--- src/rtl/stage_fetch_pkg.sv ---
// Shared definitions for the fetch stage: the reset PC, the fetch state
// encoding and the instruction size.
package stage_fetch_pkg;

  localparam logic [31:0] DEFAULT_RESET_PC = 32'h0000_0000;
  localparam logic [31:0] INSTR_BYTES      = 32'd4;

  typedef enum logic {
    RUN  = 1'b0,
    HOLD = 1'b1
  } fetch_state_e;

endpackage

--- src/rtl/stage_fetch_buffer.sv ---
// Small synchronous FIFO of {pc, instr} pairs sitting between the memory
// response path and decode; flush beats a simultaneous push or pop.
module fetch_buffer #(
  parameter int DEPTH = 2,
  localparam int CW   = $clog2(DEPTH + 1),
  localparam int PW   = (DEPTH > 1) ? $clog2(DEPTH) : 1
) (
  input  logic          clk,
  input  logic          rst_n,
  input  logic          push_i,
  input  logic [31:0]   pushPc_i,
  input  logic [31:0]   pushInstr_i,
  input  logic          pop_i,
  input  logic          flush_i,
  output logic [31:0]   headPc_o,
  output logic [31:0]   headInstr_o,
  output logic [CW-1:0] count_o
);

  logic [63:0]   mem_q [DEPTH];
  logic [PW-1:0] wrPtr_q, rdPtr_q;
  logic [CW-1:0] count_q;
  logic          doPush, doPop;

  function automatic logic [PW-1:0] nextPtr(input logic [PW-1:0] p);
    return (p == PW'(DEPTH - 1)) ? '0 : p + PW'(1);
  endfunction

  assign doPush = push_i & ~flush_i;
  assign doPop  = pop_i & (count_q != '0) & ~flush_i;

  always_ff @(posedge clk or negedge rst_n) begin
    if (!rst_n) begin
      for (int i = 0; i < DEPTH; i++) mem_q[i] <= '0;
      wrPtr_q <= '0;
      rdPtr_q <= '0;
      count_q <= '0;
    end else if (flush_i) begin
      wrPtr_q <= '0;
      rdPtr_q <= '0;
      count_q <= '0;
    end else begin
      if (doPush) begin
        mem_q[wrPtr_q] <= {pushPc_i, pushInstr_i};
        wrPtr_q        <= nextPtr(wrPtr_q);
      end
      if (doPop) rdPtr_q <= nextPtr(rdPtr_q);
      if (doPush && !doPop) count_q <= count_q + CW'(1);
      else if (doPop && !doPush) count_q <= count_q - CW'(1);
    end
  end

  // The issue credit keeps responses from ever arriving at a full buffer.
  always_ff @(posedge clk) begin
    if (rst_n) assert (!(doPush && !doPop && count_q == CW'(DEPTH)));
  end

  assign headPc_o    = (count_q != '0) ? mem_q[rdPtr_q][63:32] : '0;
  assign headInstr_o = (count_q != '0) ? mem_q[rdPtr_q][31:0]  : '0;
  assign count_o     = count_q;

endmodule

--- src/rtl/stage_fetch.sv ---
// Instruction fetch stage: issues in-order word fetches, buffers responses
// with their PCs and hands them to decode, flushing on discard/redirect.
module stage_fetch
  import stage_fetch_pkg::*;
#(
  parameter logic [31:0] RESET_PC        = DEFAULT_RESET_PC,
  parameter int          BUF_DEPTH       = 2,
  parameter int          MAX_OUTSTANDING = 2
) (
  input  logic        clk,
  input  logic        rst_n,
  output logic        imem_req,
  output logic [31:0] imem_addr,
  input  logic        imem_gnt,
  input  logic [31:0] imem_rdata,
  input  logic        imem_rvalid,
  input  logic        stall,
  input  logic        discard,
  input  logic        redirect_valid,
  input  logic [31:0] redirect_pc,
  output logic [31:0] pc_out,
  output logic [31:0] instr,
  output logic        instr_valid
);

  localparam int OCW = $clog2(MAX_OUTSTANDING + 1);
  localparam int BCW = $clog2(BUF_DEPTH + 1);

  fetch_state_e   state_q, state_d;
  logic [31:0]    fetchPc_q, fetchPc_d, respPc_q, respPc_d;
  logic [OCW-1:0] outstanding_q, outstanding_d, drop_q, drop_d;
  logic [BCW-1:0] bufCount;
  logic           flush, canIssue, grant, push, pop;

  assign flush    = discard | redirect_valid;
  // Buffer credit counts in-flight words so every response has a slot.
  assign canIssue = (state_q == RUN) && !flush
                    && (int'(outstanding_q) < MAX_OUTSTANDING)
                    && (int'(outstanding_q) + int'(bufCount) < BUF_DEPTH);
  assign imem_req    = rst_n & canIssue;
  assign imem_addr   = fetchPc_q;
  assign grant       = imem_req & imem_gnt;
  assign push        = imem_rvalid && (drop_q == '0);
  assign instr_valid = (bufCount != '0);
  assign pop         = instr_valid & ~stall;

  always_comb begin
    state_d       = state_q;
    fetchPc_d     = fetchPc_q;
    respPc_d      = respPc_q;
    outstanding_d = outstanding_q;
    drop_d        = drop_q;
    if (grant) fetchPc_d = fetchPc_q + INSTR_BYTES;
    case ({grant, imem_rvalid})
      2'b10:   outstanding_d = outstanding_q + OCW'(1);
      2'b01:   outstanding_d = outstanding_q - OCW'(1);
      default: outstanding_d = outstanding_q;
    endcase
    if (imem_rvalid) begin
      if (drop_q != '0) drop_d = drop_q - OCW'(1);
      else respPc_d = respPc_q + INSTR_BYTES;
    end
    if (flush) drop_d = outstanding_d;
    if (discard) state_d = HOLD;
    if (redirect_valid) begin
      state_d   = RUN;
      fetchPc_d = redirect_pc;
      respPc_d  = redirect_pc;
    end
  end

  always_ff @(posedge clk or negedge rst_n) begin
    if (!rst_n) begin
      state_q       <= RUN;
      fetchPc_q     <= RESET_PC;
      respPc_q      <= RESET_PC;
      outstanding_q <= '0;
      drop_q        <= '0;
    end else begin
      state_q       <= state_d;
      fetchPc_q     <= fetchPc_d;
      respPc_q      <= respPc_d;
      outstanding_q <= outstanding_d;
      drop_q        <= drop_d;
    end
  end

  always_ff @(posedge clk) begin
    if (rst_n) assert (!(imem_rvalid && outstanding_q == '0));
  end

  fetch_buffer #(.DEPTH(BUF_DEPTH)) u_buffer (
    .clk        (clk),
    .rst_n      (rst_n),
    .push_i     (push),
    .pushPc_i   (respPc_q),
    .pushInstr_i(imem_rdata),
    .pop_i      (pop),
    .flush_i    (flush),
    .headPc_o   (pc_out),
    .headInstr_o(instr),
    .count_o    (bufCount)
  );

endmodule
--- config.mk ---
export PLATFORM = sky130hd
export DESIGN_NAME = stage_fetch
export DESIGN_NICKNAME = d
export VERILOG_FILES = /design/src/rtl/stage_fetch_pkg.sv /design/src/rtl/stage_fetch_buffer.sv /design/src/rtl/stage_fetch.sv
export SDC_FILE = /design/constraint.sdc
export NUM_CORES = 1
export LEC_CHECK = 0
export CAP_MARGIN = 20
export CORE_UTILIZATION = 30
export DETAILED_ROUTE_END_ITERATION = 10
export PLACE_DENSITY_LB_ADDON = 0.3
export SETUP_SLACK_MARGIN = 0.2
export SKIP_CTS_REPAIR_TIMING = 1
export SLEW_MARGIN = 40
export SYNTH_ARGS = -nofsm -noshare
export SYNTH_HDL_FRONTEND = slang
export SYNTH_SLANG_ARGS = --single-unit
--- constraint.sdc ---
create_clock -name clk -period 2.4 [get_ports clk]
set_input_delay 0.48 -clock clk [delete_from_list [all_inputs] [get_ports clk]]
set_output_delay 0.48 -clock clk [all_outputs]
set_load 0.05 [all_outputs]
==> impl_metrics.ini <==
[status]
outcome = finished, violations left
violations = setup timing

[yosys]
ys_ff_latch = 201
yosys.area_share.simple = 0.123
synth-xor-area-share = 0.0398
synthDistinctLibCells = 44
post_synth.cell_area_avg_um2 = 11.4
seq_area_frac_synth = 0.519
muxShareOfSynthArea = 0.223
syn-num-nets = 928
ys_top_cells_by_area = dfrtp_1 (52%), mux2_2 (15%), mux2i_1 (6.8%)
synth_compound_area_frac = 0.0591
postSynth.asyncResetShare = 1.00
synth_top_area_frac = 0.519
yosys_warnings = 0
synth_edf_count = 0
synth_area_leader_cell = dfrtp_1
netlist_area_mm2 = 0.00969
synthFlopType = dfrtp_1
synth_adder_area_share = 0.00723
syn_inst = 852
synth_top_family_by_area = multiplexers

[placed_design]
routabilityCongestion = 0.865
port_buffers = 168
dpl_cell_area_mm2 = 0.0123
dpl.hpwl_mm = 17.2

[final_layout]
layout_common_cells = dfrtp_1 (198), mux2_2 (129), clkdlybuf4s50_1 (68)
antennaDiodeCount = 0
nets = 1155
layout-drive-gt1-share = 0.346
final_util = 0.439
final_common_cell = dfrtp_1
final_area_mm2 = 0.0139
area_growth_pct = 43.2

[drt]
dr.first_iter.drc_count = 351
post-route-drc-count = 0
dr_total_vias = 7401
via_per_inst = 4.94
routedWlPerCell_um = 17.7
antenna_left = 0
drt_wl_total_mm = 26.5
dr.pass1.iters = 5

[sta]
slew_headroom = 0.581
setup-tns-final_ns = -3.52
min_period_over_period = 1.05
finalHoldViolations = 0
grt_setup_unrepaired = yes
setup_viol_count_final = 54
layout_min_cycle_time_ns = 2.53
hold_ws_ns = 0.0510
skew_ns = 0.0134
fmax_ghz = 0.396
max_slew.worst_pin.slew_ns = 0.628
slew_viol_final = 0
setup_ws_ns = -0.128

[clock_network]
insertion_delay_ns = 0.51
cts_sinks = 201
clk_pin_slew_ns = 0.06
cts_tree = built
cts-buffers-inserted = 24
htree_num_levels = 1
cts_buffer_depth = 3
clockRootBuffer = clkbuf_16

[die]
fp.dieH_um = 182
die-area_mm2 = 0.0330
core_mm2 = 0.0316
initial_core_util = 0.306
rows = 65
die_x_um = 182
io-pin-count = 169

[global_routing]
grt_overflow_total = 0
grt_antenna_before_repair = 0
grt_pass1_vias = 7366
grt_start_max_net_pins = 68
grt_pass1_wl_mm = 39.9
grtUsageTotal = 0.150

[critical_path]
regToRegSetupSlack_ns = -0.01
end_kind = output pin
worstSetupPathType = reg2out
startpoint_type = register
crit_arrival_ns = 2.05
cp_data_required_time_ns = 1.92
path_max_fanout = 2

[pwr]
ir_drop_mv = 0.463
p_total_mw = 11.4
p_per_area_mw_per_mm2 = 819
p_leak_nw = 6.15

[worst_hold_path]
min_path_type = in2async

[flow_run]
max-cap-violations = 0
## registers in the layout (all words and copies together), names as in the netlist
register / count
outstanding_q: 2
respPc_q: 32
u_buffer.count_o: 2
imem_addr: 32
state_q: 1
u_buffer.rdPtr_q: 1
u_buffer.mem_q: 128
drop_q: 2
u_buffer.wrPtr_q: 1
## synth_stat cells, types with 4 or more instances
cell type	count
a21boi_0	6
a21oi_1	7
a31oi_1	5
and2_1	6
and3_1	12
and4_1	4
buf_2	13
buf_4	7
clkbuf_1	19
dfrtp_1	201
ha_1	4
inv_1	15
mux2_1	4
mux2_2	129
mux2i_1	66
nand2_1	57
nand2b_1	5
nand3_1	30
nand4_1	27
nor2_1	90
nor3_1	9
o211ai_1	13
o21ai_0	47
o311ai_0	9
xnor2_1	19
xor2_1	25
## metal layers
layer | share of wire | vias to the layer above | global-route usage
li1 | - | 3487 | -
met1 | 0.47 | 3643 | 0.217
met2 | 0.46 | 248 | 0.233
met3 | 0.055 | 23 | 0.0277
met4 | 0.012 | 0 | 0.0319
met5 | 0 | - | 0
## metrics by stage
step,setup slack (ns),cells
detailed placement,-0.0524,1423
CTS,-0.290,1466
global route,-0.239,1498
global placement,-0.0437,1423
finish,-0.128,1498
floorplan,-0.0316,852
## cell type report
type / count / area (um^2)
flip-flops and latches: 201 / 5040
well taps: 402 / 503
clock buffers: 34 / 699
repair buffers: 244 / 2920
inverters: 15 / 56.3
multi-input cells: 593 / 4560
fillers: 2951 / 17800
clock inverters: 9 / 106
## worst paths after layout
check                                    start            endpoint  cells after the start
max                        u_buffer.count_o[0]            imem_req                      6
min                                      rst_n        respPc_q[20]                      2
max reg2reg                u_buffer.count_o[0]           drop_q[1]                     11
min reg2reg                 u_buffer.mem_q[32]  u_buffer.mem_q[32]                      2
max in group asynchronous                rst_n   u_buffer.mem_q[0]                      4
min in group clk                redirect_valid    u_buffer.rdPtr_q                      3
## critical path: stages, from the launching register on
cell and delay (ns):
dfrtp_1 0.38, and2_4 0.16, fa_1 0.45, nor3_2 0.13
buf_4 0.14, and2_4 0.15, buf_12 0.13
## where the power goes
group	total [mW]	internal, mW	leakage (nW)	switching [mW]
sequential	4.78	4.24	2.55	0.541
clock	3.66	2.24	0.387	1.42
combinational	2.94	1.47	3.21	1.46
## cell families (layout without fill, tap and decap cells)
family / after synthesis / after routing
flops: 201 / 201
compound gates: 93 / 93
simple gates: 252 / 252
mux: 199 / 199
fa+ha+maj: 5 / 5
buf+inv: 58 / 302
xor+xnor: 44 / 44
No activity file was read; power rests on OpenSTA's default activity.
